`config.mk`:
```
export PLATFORM = sky130hd
export DESIGN_NAME = bus_rr_arbiter
export DESIGN_NICKNAME = d
export VERILOG_FILES = /design/src/rtl/bus_arb_pkg.sv /design/src/rtl/bus_owner_fifo.sv /design/src/rtl/bus_rr_arbiter.sv
export SDC_FILE = /design/constraint.sdc
export NUM_CORES = 1
export LEC_CHECK = 0
export CORE_AREA = 5 5 159 161
export DETAILED_ROUTE_END_ITERATION = 8
export DIE_AREA = 0 0 164 166
export PLACE_DENSITY_LB_ADDON = 0.25
export SYNTH_ARGS = -nofsm -noshare
export SYNTH_HDL_FRONTEND = slang
export SYNTH_SLANG_ARGS = --single-unit
```
`constraint.sdc`:
```
create_clock -name clk_i -period 2.95 [get_ports clk_i]
set_input_delay 0.59 -clock clk_i [delete_from_list [all_inputs] [get_ports clk_i]]
set_output_delay 0.59 -clock clk_i [all_outputs]
set_load 0.05 [all_outputs]
```
`src/rtl/bus_arb_pkg.sv`:
```
// Shared types and the round-robin pick function for the bus arbiter.
// Sized for the largest supported host count; modules narrow the result.
package bus_arb_pkg;

    localparam int unsigned MaxHosts = 8;
    localparam int unsigned MaxIdxW  = 3;

    typedef logic [MaxIdxW-1:0] host_idx_max_t;

    typedef struct packed {
        logic          valid;
        host_idx_max_t idx;
    } rr_pick_t;

    // First requester found scanning ptr, ptr+1, ... with wrap at n_hosts.
    function automatic rr_pick_t rr_pick(input logic [MaxHosts-1:0] req,
                                         input host_idx_max_t       ptr,
                                         input int unsigned         n_hosts);
        rr_pick_t    pick;
        int unsigned cand;
        pick = '0;
        for (int unsigned i = 0; i < MaxHosts; i++) begin
            cand = (32'(ptr) + i) % n_hosts;
            if (i < n_hosts && !pick.valid && req[cand[MaxIdxW-1:0]]) begin
                pick.valid = 1'b1;
                pick.idx   = cand[MaxIdxW-1:0];
            end
        end
        return pick;
    endfunction

endpackage

```
`src/rtl/bus_owner_fifo.sv`:
```
// Circular FIFO remembering which host owns each in-flight request.
// Depth need not be a power of two; push and pop together are legal when full.
module bus_owner_fifo #(
    parameter int unsigned Width = 2,
    parameter int unsigned Depth = 2
) (
    input  logic             clk_i,
    input  logic             rst_ni,
    input  logic             push_i,
    input  logic [Width-1:0] wdata_i,
    input  logic             pop_i,
    output logic [Width-1:0] rdata_o,
    output logic             full_o,
    output logic             empty_o
);

    localparam int unsigned PtrW = (Depth > 1) ? $clog2(Depth) : 1;
    localparam int unsigned CntW = $clog2(Depth + 1);

    logic [Width-1:0] mem_q [Depth];
    logic [PtrW-1:0]  wr_ptr_q, wr_ptr_d;
    logic [PtrW-1:0]  rd_ptr_q, rd_ptr_d;
    logic [CntW-1:0]  count_q, count_d;

    function automatic logic [PtrW-1:0] ptr_inc(input logic [PtrW-1:0] ptr);
        return (ptr == PtrW'(Depth - 1)) ? '0 : ptr + 1'b1;
    endfunction

    always_comb begin
        // NOTE: every output of a combinational block gets a default first, so no path can infer a latch.
        wr_ptr_d = wr_ptr_q;
        rd_ptr_d = rd_ptr_q;
        count_d  = count_q;
        if (push_i) wr_ptr_d = ptr_inc(wr_ptr_q);
        if (pop_i)  rd_ptr_d = ptr_inc(rd_ptr_q);
        unique case ({push_i, pop_i})
            2'b10:   count_d = count_q + 1'b1;
            2'b01:   count_d = count_q - 1'b1;
            default: count_d = count_q;
        endcase
    end

    assign rdata_o = mem_q[rd_ptr_q];
    assign full_o  = (count_q == CntW'(Depth));
    assign empty_o = (count_q == '0);

    always_ff @(posedge clk_i or negedge rst_ni) begin
        // NOTE: state registers use non-blocking assignments so all flops update together at the edge.
        if (!rst_ni) begin
            wr_ptr_q <= '0;
            rd_ptr_q <= '0;
            count_q  <= '0;
        end else begin
            wr_ptr_q <= wr_ptr_d;
            rd_ptr_q <= rd_ptr_d;
            count_q  <= count_d;
        end
    end

    // NOTE: storage is not reset; the pointers and count alone decide which entries are meaningful.
    always_ff @(posedge clk_i) begin
        if (push_i) mem_q[wr_ptr_q] <= wdata_i;
    end

`ifndef SYNTHESIS
    a_no_overflow: assert property (@(posedge clk_i) disable iff (!rst_ni)
        !(push_i && full_o && !pop_i));
`endif

endmodule

```
`src/rtl/bus_rr_arbiter.sv`:
```
// Round-robin arbiter sharing one OBI-style device port between NrHosts hosts,
// routing each response back to the host that issued the matching request.
module bus_rr_arbiter
    import bus_arb_pkg::*;
#(
    parameter int unsigned NrHosts        = 3,
    parameter int unsigned DataWidth      = 32,
    parameter int unsigned AddressWidth   = 32,
    parameter int unsigned MaxOutstanding = 2
) (
    input  logic                                   clk_i,
    input  logic                                   rst_ni,
    input  logic [NrHosts-1:0]                     host_req_i,
    output logic [NrHosts-1:0]                     host_gnt_o,
    input  logic [NrHosts-1:0][AddressWidth-1:0]   host_addr_i,
    input  logic [NrHosts-1:0]                     host_we_i,
    input  logic [NrHosts-1:0][DataWidth/8-1:0]    host_be_i,
    input  logic [NrHosts-1:0][DataWidth-1:0]      host_wdata_i,
    output logic [NrHosts-1:0]                     host_rvalid_o,
    output logic [NrHosts-1:0][DataWidth-1:0]      host_rdata_o,
    output logic [NrHosts-1:0]                     host_err_o,
    output logic                                   device_req_o,
    output logic [AddressWidth-1:0]                device_addr_o,
    output logic                                   device_we_o,
    output logic [DataWidth/8-1:0]                 device_be_o,
    output logic [DataWidth-1:0]                   device_wdata_o,
    input  logic                                   device_rvalid_i,
    input  logic [DataWidth-1:0]                   device_rdata_i,
    input  logic                                   device_err_i,
    output logic                                   unexpected_rsp_o
);

    localparam int unsigned HostIdxW = $clog2(NrHosts);
    typedef logic [HostIdxW-1:0] host_idx_t;

    host_idx_t           rr_q, rr_d;
    host_idx_t           win_idx, mux_idx, head_idx;
    rr_pick_t            pick;
    logic [MaxHosts-1:0] req_pad;
    logic                can_issue, issue, pop;
    logic                fifo_full, fifo_empty;
    logic                unexpected_q, unexpected_d;

    always_comb begin
        req_pad                = '0;
        req_pad[NrHosts-1:0]   = host_req_i;
        pick                   = rr_pick(req_pad, host_idx_max_t'(rr_q), NrHosts);
        win_idx                = '0;
        for (int unsigned k = 0; k < NrHosts; k++) begin
            if (pick.idx == host_idx_max_t'(k)) win_idx = host_idx_t'(k);
        end

        // A response this cycle frees a slot, so a full FIFO can still accept.
        can_issue = !fifo_full || device_rvalid_i;
        issue     = rst_ni && can_issue && pick.valid;
        mux_idx   = issue ? win_idx : '0;

        host_gnt_o = '0;
        if (issue) host_gnt_o[win_idx] = 1'b1;

        device_req_o   = issue;
        device_addr_o  = host_addr_i[mux_idx];
        device_we_o    = host_we_i[mux_idx];
        device_be_o    = host_be_i[mux_idx];
        device_wdata_o = host_wdata_i[mux_idx];

        rr_d = rr_q;
        if (issue) rr_d = (win_idx == host_idx_t'(NrHosts - 1)) ? '0 : win_idx + 1'b1;

        pop           = device_rvalid_i && !fifo_empty;
        host_rvalid_o = '0;
        host_err_o    = '0;
        if (pop) begin
            host_rvalid_o[head_idx] = 1'b1;
            host_err_o[head_idx]    = device_err_i;
        end
        host_rdata_o = {NrHosts{device_rdata_i}};

        unexpected_d = unexpected_q || (device_rvalid_i && fifo_empty);
    end

    always_ff @(posedge clk_i or negedge rst_ni) begin
        if (!rst_ni) begin
            rr_q         <= '0;
            unexpected_q <= 1'b0;
        end else begin
            rr_q         <= rr_d;
            unexpected_q <= unexpected_d;
        end
    end

    assign unexpected_rsp_o = unexpected_q;

    bus_owner_fifo #(
        .Width (HostIdxW),
        .Depth (MaxOutstanding)
    ) u_owner_fifo (
        .clk_i   (clk_i),
        .rst_ni  (rst_ni),
        .push_i  (issue),
        .wdata_i (win_idx),
        .pop_i   (pop),
        .rdata_o (head_idx),
        .full_o  (fifo_full),
        .empty_o (fifo_empty)
    );

`ifndef SYNTHESIS
    a_gnt_onehot: assert property (@(posedge clk_i) disable iff (!rst_ni)
        $onehot0(host_gnt_o));
    a_gnt_has_req: assert property (@(posedge clk_i) disable iff (!rst_ni)
        (host_gnt_o & ~host_req_i) == '0);
    a_rsp_has_owner: assert property (@(posedge clk_i) disable iff (!rst_ni)
        !(device_rvalid_i && fifo_empty))
        else $warning("bus_rr_arbiter: response arrived with no outstanding owner");
`endif

endmodule

```
==> results of run 1 <==
what timing repair did:
action	CTS	global route
endpoints found under the setup margin	73	73
pin swaps	24	15
resized for setup	56	25
buffers inserted	12	5
cloned	5	1
power by group:
group          internal (mW)  switching (mW)  total (mW)
sequential             0.241          0.0698       0.310
clock                  0.181          0.0640       0.245
combinational           3.97            4.30        8.27
state kept, by name, summed over array words and instances, names as in the netlist:
name                   count
u_owner_fifo.count_q       2
u_owner_fifo.rd_ptr_q      1
rr_q                       2
unexpected_rsp_o           1
u_owner_fifo.wr_ptr_q      1
u_owner_fifo.mem_q         4
cell usage in the layout (no fill, tap or decap), drive strengths merged, types with 3 or more instances in the layout:
master / n
buf: 138
o21ai: 7
inv: 11
and2: 5
nor3: 3
xnor2: 4
ha: 8
nand2: 73
edfxtp: 4
nor2: 79
clkbuf: 6
a21oi: 141
mux2i: 3
clkdlybuf4s50: 211
dlygate4sd2: 3
dfrtp: 7
worst paths after layout:
check	cells past startpoint	slack, ps	end	from
worst max-delay path	13	-470	device_addr_o[0]	rr_q[0]
worst min-delay path	1	460	unexpected_rsp_o	unexpected_rsp_o
worst max register to register	13	350	u_owner_fifo.count_q[1]	rr_q[0]
worst min register to register	1	460	unexpected_rsp_o	unexpected_rsp_o
max in group asynchronous	2	2080	rr_q[0]	rst_ni
min in group asynchronous	2	720	u_owner_fifo.wr_ptr_q	rst_ni
routing by layer:
metal / wire, um / track usage [%]
met1: 6790 / 14.3
met2: 8370 / 20.5
met3: 1760 / 4.39
met4: 276 / 1.97
met5: 0 / 0
cell type report:
class | count | area, um^2 | share of cell area, %
clock buffer | 4 | 78.8 | 0.934
inverter | 11 | 61.3 | 0.727
timing repair inverter | 1 | 11.3 | 0.133
timing repair buffer | 355 | 4510 | 53.4
tap | 324 | 405 | 4.80
sequential | 11 | 297 | 3.51
multi-input combinational | 344 | 3080 | 36.5
metrics by stage:
step                hold slack [ps]  cells
floorplan                       294    493
global placement                439   1024
detailed placement              460   1024
CTS                             469   1045
global route                    507   1050
finish                          458   1050
synthesized netlist by cell type (4+ instances only):
| library cell | number | area share [%] |
|---|---|---|
| a21oi_2 | 138 | 33 |
| and2_1 | 5 | 0.86 |
| buf_12 | 7 | 3.9 |
| buf_2 | 7 | 0.97 |
| buf_4 | 97 | 20 |
| buf_6 | 8 | 2.5 |
| clkbuf_1 | 8 | 0.83 |
| dfrtp_1 | 7 | 4.8 |
| edfxtp_1 | 4 | 3.3 |
| ha_1 | 8 | 2.8 |
| inv_1 | 9 | 0.93 |
| nand2_1 | 73 | 7.5 |
| nor2_1 | 79 | 8.2 |
| xnor2_1 | 4 | 0.97 |
critical path, cell delays in order, from the launching register on:
cell	delay (ps)
dfrtp_2	400
inv_4	70
ha_4	300
mux2i_4	250
o21ai_2	110
a2111oi_4	390
o221ai_4	160
buf_6	170
clkinv_8	60
buf_12	130
buf_12	150
a21oi_4	70
a21oi_4	170
buf_12	150
cell families after synthesis:
family	after synthesis
flip-flops	11
multiplexers	3
buffers and inverters	138
AND/OR/NAND/NOR	170
AO/OA/AOI/OAI	158
XOR/XNOR	5
adder cells (fa/ha/maj)	8
==> results.tsv, run 1 <==
stage	metric	value	unit
pwr	power_density	1050	nW/um^2
floorplanning	start_util	15.2	%
placed_design	portBuffers	293	
timing	min_period_over_period	116	%
logic_synthesis	synth.avg_cell_area	7.36	um^2
clocking	htreeDepth	1	
grt	antenna_found_initial	0	
run_status	violations	negative setup slack	
placed_design	pre_cts_ws	-605	ps
clocking	root_buffer	clkbuf_16	
drt	viasPerCell	3.91	
logic_synthesis	yosysWarnings	0	
setup_path	worst_setup_path_start_kind	flip-flop	
floorplanning	die_h	166	um
run_status	outcome	finished, violations left	
logic_synthesis	syn_nets	747	
logic_synthesis	postSynth.asyncResetShare	63.6	%
final_layout	utilization	35.4	%
grt	gr-total-overflow	0	
setup_path	crit_type	reg -> out	
clocking	clock_latency	240	ps
logic_synthesis	syn_area	3630	um^2
final_layout	areaGrowthSynthToFinish	132	%
drt	drt_wl_total	17200	um
final_layout	stdcell_area	8440	um^2
setup_path	cp_max_fo	8	
logic_synthesis	synth_fa_ha_area_share	2.76	%
setup_path	cp_data_required_time	2360	ps
logic_synthesis	synth_xor_area_share	1.21	%
logic_synthesis	synth_edf_count	4	
drt	drtIter0Drc	83	
logic_synthesis	syn_inst	493	
setup_path	endpoint_kind	output pin	
final_layout	drive_gt1_share	44.5	%
timing	max_freq	0.293	GHz
logic_synthesis	yosysUniqueCellTypes	40	
timing	fin_ws	-468	ps
clocking	hold_buffers	0	
drt	ant_nets	0	
floorplanning	dieArea	27200	um^2
setup_path	arrival	2830	ps
grt	grt_max_degree	28	
floorplanning	die_x	164	um
pwr	p_leak	3.21	nW
timing	min_period	3420	ps
logic_synthesis	synth_top_family_by_area	compound AO/OA/AOI/OAI gates	
grt	grt_pass1_vias	4431	
grt	grt_use_total	11.9	%
floorplanning	ioPinCount	422	
clocking	cts_tree	done	
timing	maxSlewHeadroom	62.6	%
timing	slew_violations	0	
clocking	numCtsBuffers	3	
logic_synthesis	synthMuxAreaShare	1.17	%
clocking	clkSinkCount	11	
clocking	clock_path_buffers	2	
drt	drc	0	
logic_synthesis	synth-compound-area-share	38.1	%
final_layout	antenna_cells	0	
timing	tightest_slew	555	ps
timing	rsz0062_at_grt	yes	
drt	first_pass_iters	4	
drt	detail_route.wl_per_cell	16.4	um
pwr	irDropWorstVdd	0.481	mV
placed_design	dpl-instance-area	7720	um^2
grt	grt_pass1_wl	25800	um
clocking	clk_pin_slew	40	ps
floorplanning	rows	57	
drt	vias	4102	
logic_synthesis	synthFlopType	dfrtp_1	
job	maxCapViolCount	0	
placed_design	hpwlAfterDp	13700	um
floorplanning	core_area	23800	um^2
final_layout	final_nets	981	
timing	hold_violations	0	
placed_design	gp_congestion	0.848	
timing	finalSetupTns	-28720	ps
hold_path	worstHoldPathType	reg -> reg	
timing	fin_skew	1.49	ps
pwr	fin_total_pwr	8.82	mW
final_layout	fillers	2426	
logic_synthesis	yosysSeqAreaShare	8.14	%
timing	setup_violations	72	
logic_synthesis	ys_ff_latch	11	
logic_synthesis	synthSimpleGateAreaFrac	19.1	%
Note: power is estimated with default switching activity, not from simulation.
==> run 2: changes to the inputs <==
- CTS_BUF_LIST: default -> sky130_fd_sc_hd__clkbuf_4 sky130_fd_sc_hd__clkbuf_8 sky130_fd_sc_hd__clkbuf_16
==> run 2 against run 1 <==
Net effect: the flow still finishes with violations (negative setup slack); worst setup slack got worse by 0.89 ps; global-route usage barely moved; worst hold slack barely moved; critical endpoint unchanged; largest cell class unchanged; combinational power barely moved; sequential share of layout area barely moved; non-clock buffer count did not move; sequential cell count did not move; maximum frequency barely moved; clock power rose by 4%; via count fell by 0.15%.
==> results.tsv, run 2 (synthesized netlist as in run 1, its figures left out) <==
stage	metric	value	unit	change
final_layout	areaGrowthSynthToFinish	133	%	was 132%
final_layout	most-common-layout-cells	clkdlybuf4s50_1 (211), buf_12 (88), a21oi_4 (87)		unchanged
final_layout	stdcell_area	8440	um^2	about the same
setup_path	r2r_end	u_owner_fifo.count_q[1]		unchanged
setup_path	r2r_cells	13		unchanged
placed_design	dpl-instance-area	7720	um^2	unchanged
grt	grt_max_degree	28		unchanged
hold_path	hold_end	unexpected_rsp_o		unchanged
drt	detail_route.wl_per_cell	16.4	um	about the same
placed_design	portBuffers	293		unchanged
timing	maxSlewHeadroom	62.6	%	about the same
setup_path	crit_buf_inv	6		unchanged
setup_path	crit_type	reg -> out		unchanged
hold_path	hp-start	unexpected_rsp_o		unchanged
setup_path	worstSetupPathDepth	13		unchanged
setup_path	cp_max_fo	8		unchanged
hold_path	holdPathStages	1		unchanged
setup_path	arrival	2830	ps	about the same
floorplanning	ioPinCount	422		unchanged
floorplanning	die_x	164	um	unchanged
drt	viasPerCell	3.90		was 3.91
drt	drtIter0Drc	78		was 83
setup_path	r2r_slack	350	ps	about the same
timing	fin_ws	-469	ps	was -468 ps
grt	grt_pass1_vias	4430		was 4431
run_status	violations	negative setup slack		unchanged
setup_path	endpoint_kind	output pin		unchanged
timing	slew_violations	0		unchanged
timing	min_period_over_period	116	%	about the same
drt	dr.max_layer_used	met4		unchanged
setup_path	rr_startpoint	rr_q[0]		unchanged
setup_path	path_common_cell	buf_12		unchanged
clocking	numCtsBuffers	3		unchanged
drt	wl_met1	6780	um	was 6790 um
pwr	power_density	1050	nW/um^2	about the same
setup_path	cp_data_required_time	2360	ps	about the same
drt	met3_length	1750	um	was 1760 um
setup_path	path_cells	inv_4 -> ha_4 -> mux2i_4 -> o21ai_2 -> a2111oi_4 -> o221ai_4 -> buf_6 -> clkinv_8 -> buf_12 -> buf_12 -> a21oi_4 -> a21oi_4 -> buf_12		unchanged
setup_path	cpPeakStageDelay	400	ps	about the same
final_layout	reg_top3	u_owner_fifo.mem_q: 4 flops, rr_q: 2 flops, u_owner_fifo.count_q: 2 flops		unchanged
final_layout	largest_register_ffs	4		unchanged
timing	tightest_slew	555	ps	about the same
drt	drt_wl_total	17200	um	about the same
timing	max_freq	0.293	GHz	about the same
timing	setup_violations	72		unchanged
floorplanning	core_area	23800	um^2	unchanged
run_status	outcome	finished, violations left		unchanged
timing	finalSetupTns	-28810	ps	was -28720 ps
final_layout	fillers	2426		unchanged
hold_path	worstHoldPathType	reg -> reg		unchanged
grt	grt_use_total	11.9	%	about the same
timing	fin_skew	1.23	ps	was 1.49 ps
final_layout	final-seq-area	297	um^2	unchanged
placed_design	gp_congestion	0.848		unchanged
clocking	clk_pin_slew	40	ps	about the same
final_layout	layout_commonest_cell	clkdlybuf4s50_1		unchanged
final_layout	final_nets	981		unchanged
setup_path	worst_setup_path_start_kind	flip-flop		unchanged
placed_design	hpwlAfterDp	13700	um	unchanged
floorplanning	start_util	15.2	%	unchanged
pwr	p_leak	3.21	nW	about the same
final_layout	largest-register	u_owner_fifo.mem_q		unchanged
timing	hold_violations	0		unchanged
floorplanning	rows	57		unchanged
timing	min_period	3420	ps	about the same
clocking	clock_latency	240	ps	about the same
clocking	root_buffer	clkbuf_16		unchanged
grt	antenna_found_initial	0		unchanged
drt	drc	0		unchanged
pwr	irDropWorstVdd	0.481	mV	unchanged
drt	first_pass_iters	4		unchanged
floorplanning	dieArea	27200	um^2	unchanged
timing	rsz0062_at_grt	yes		unchanged
clocking	cts_tree	done		unchanged
final_layout	multi_input_area	3080	um^2	unchanged
grt	gr-total-overflow	0		unchanged
floorplanning	die_h	166	um	unchanged
setup_path	cpLargestDelayFamily	compound AO/OA/AOI/OAI gates		unchanged
final_layout	drive_gt1_share	44.6	%	was 44.5%
final_layout	antenna_cells	0		unchanged
setup_path	slowest_stage	dfrtp_2		unchanged
clocking	htreeDepth	1		unchanged
job	maxCapViolCount	0		unchanged
clocking	clock_path_buffers	2		unchanged
drt	vias	4096		was 4102
grt	grt_pass1_wl	25800	um	about the same
drt	met2_length	8410	um	was 8370 um
drt	ant_nets	0		unchanged
clocking	clkSinkCount	11		unchanged
## run 2: cell counts in the layout (fill, tap and decap cells not counted)
Identical to the previous run, type by type.
## run 2: per-stage QoR
step | setup slack, ps | power, mW | util (%) | hold WS (ps) | std cells
floorplan | -118 | 5.05 | - | 294 | 493
global placement | -534 | 7.97 | 32.4 | 439 | 1024
detailed placement | -605 | 7.98 | 32.4 | 460 | 1024
CTS | -487 | 8.74 | 34.7 | 469 | 1045
global route | -582 | 9.25 | 35.4 | 507 | 1050
finish | -469 | 8.84 | 35.4 | 458 | 1050
## run 2: cell type report
type / instances / share of cell area, %
Clock buffer: 4 / 0.978
Inverter: 11 / 0.726
Timing Repair inverter: 1 / 0.133
Sequential cell: 11 / 3.51
Timing Repair Buffer: 355 / 53.4
Multi-Input combinational cell: 344 / 36.5
Tap cell: 324 / 4.80
## run 2: worst max path at each step
stage | from | endpoint
after floorplan | rr_q[1] | device_addr_o[22]
after global placement | host_req_i[0] | device_addr_o[14]
after detailed placement | host_req_i[0] | device_wdata_o[26]
after CTS | rr_q[0] | device_wdata_o[26]
after global routing | rr_q[0] | device_addr_o[0]
final | rr_q[0] | device_addr_o[0]
## run 2: report_power, final
part	internal, mW	switching [mW]	total [mW]
Sequential	0.241	0.0697	0.310
Clock	0.190	0.0643	0.255
Combinational	3.97	4.30	8.27
Total	4.40	4.44	8.84
## run 2: per-layer routing
metal / up-vias / GRT usage (%)
met3: 19 / 4.39
met1: 1867 / 14.4
met4: 0 / 1.97
li1: 2008 / -
met2: 202 / 20.5
met5: - / 0
## run 2: what timing repair did
action                     CTS  global route
hold endpoints to repair     0             0
gates resized for setup     56            25
setup endpoints to repair   73            73
buffers inserted            12             5
hold buffers                 0             0
pin swaps                   24            15
cloned                       5             1
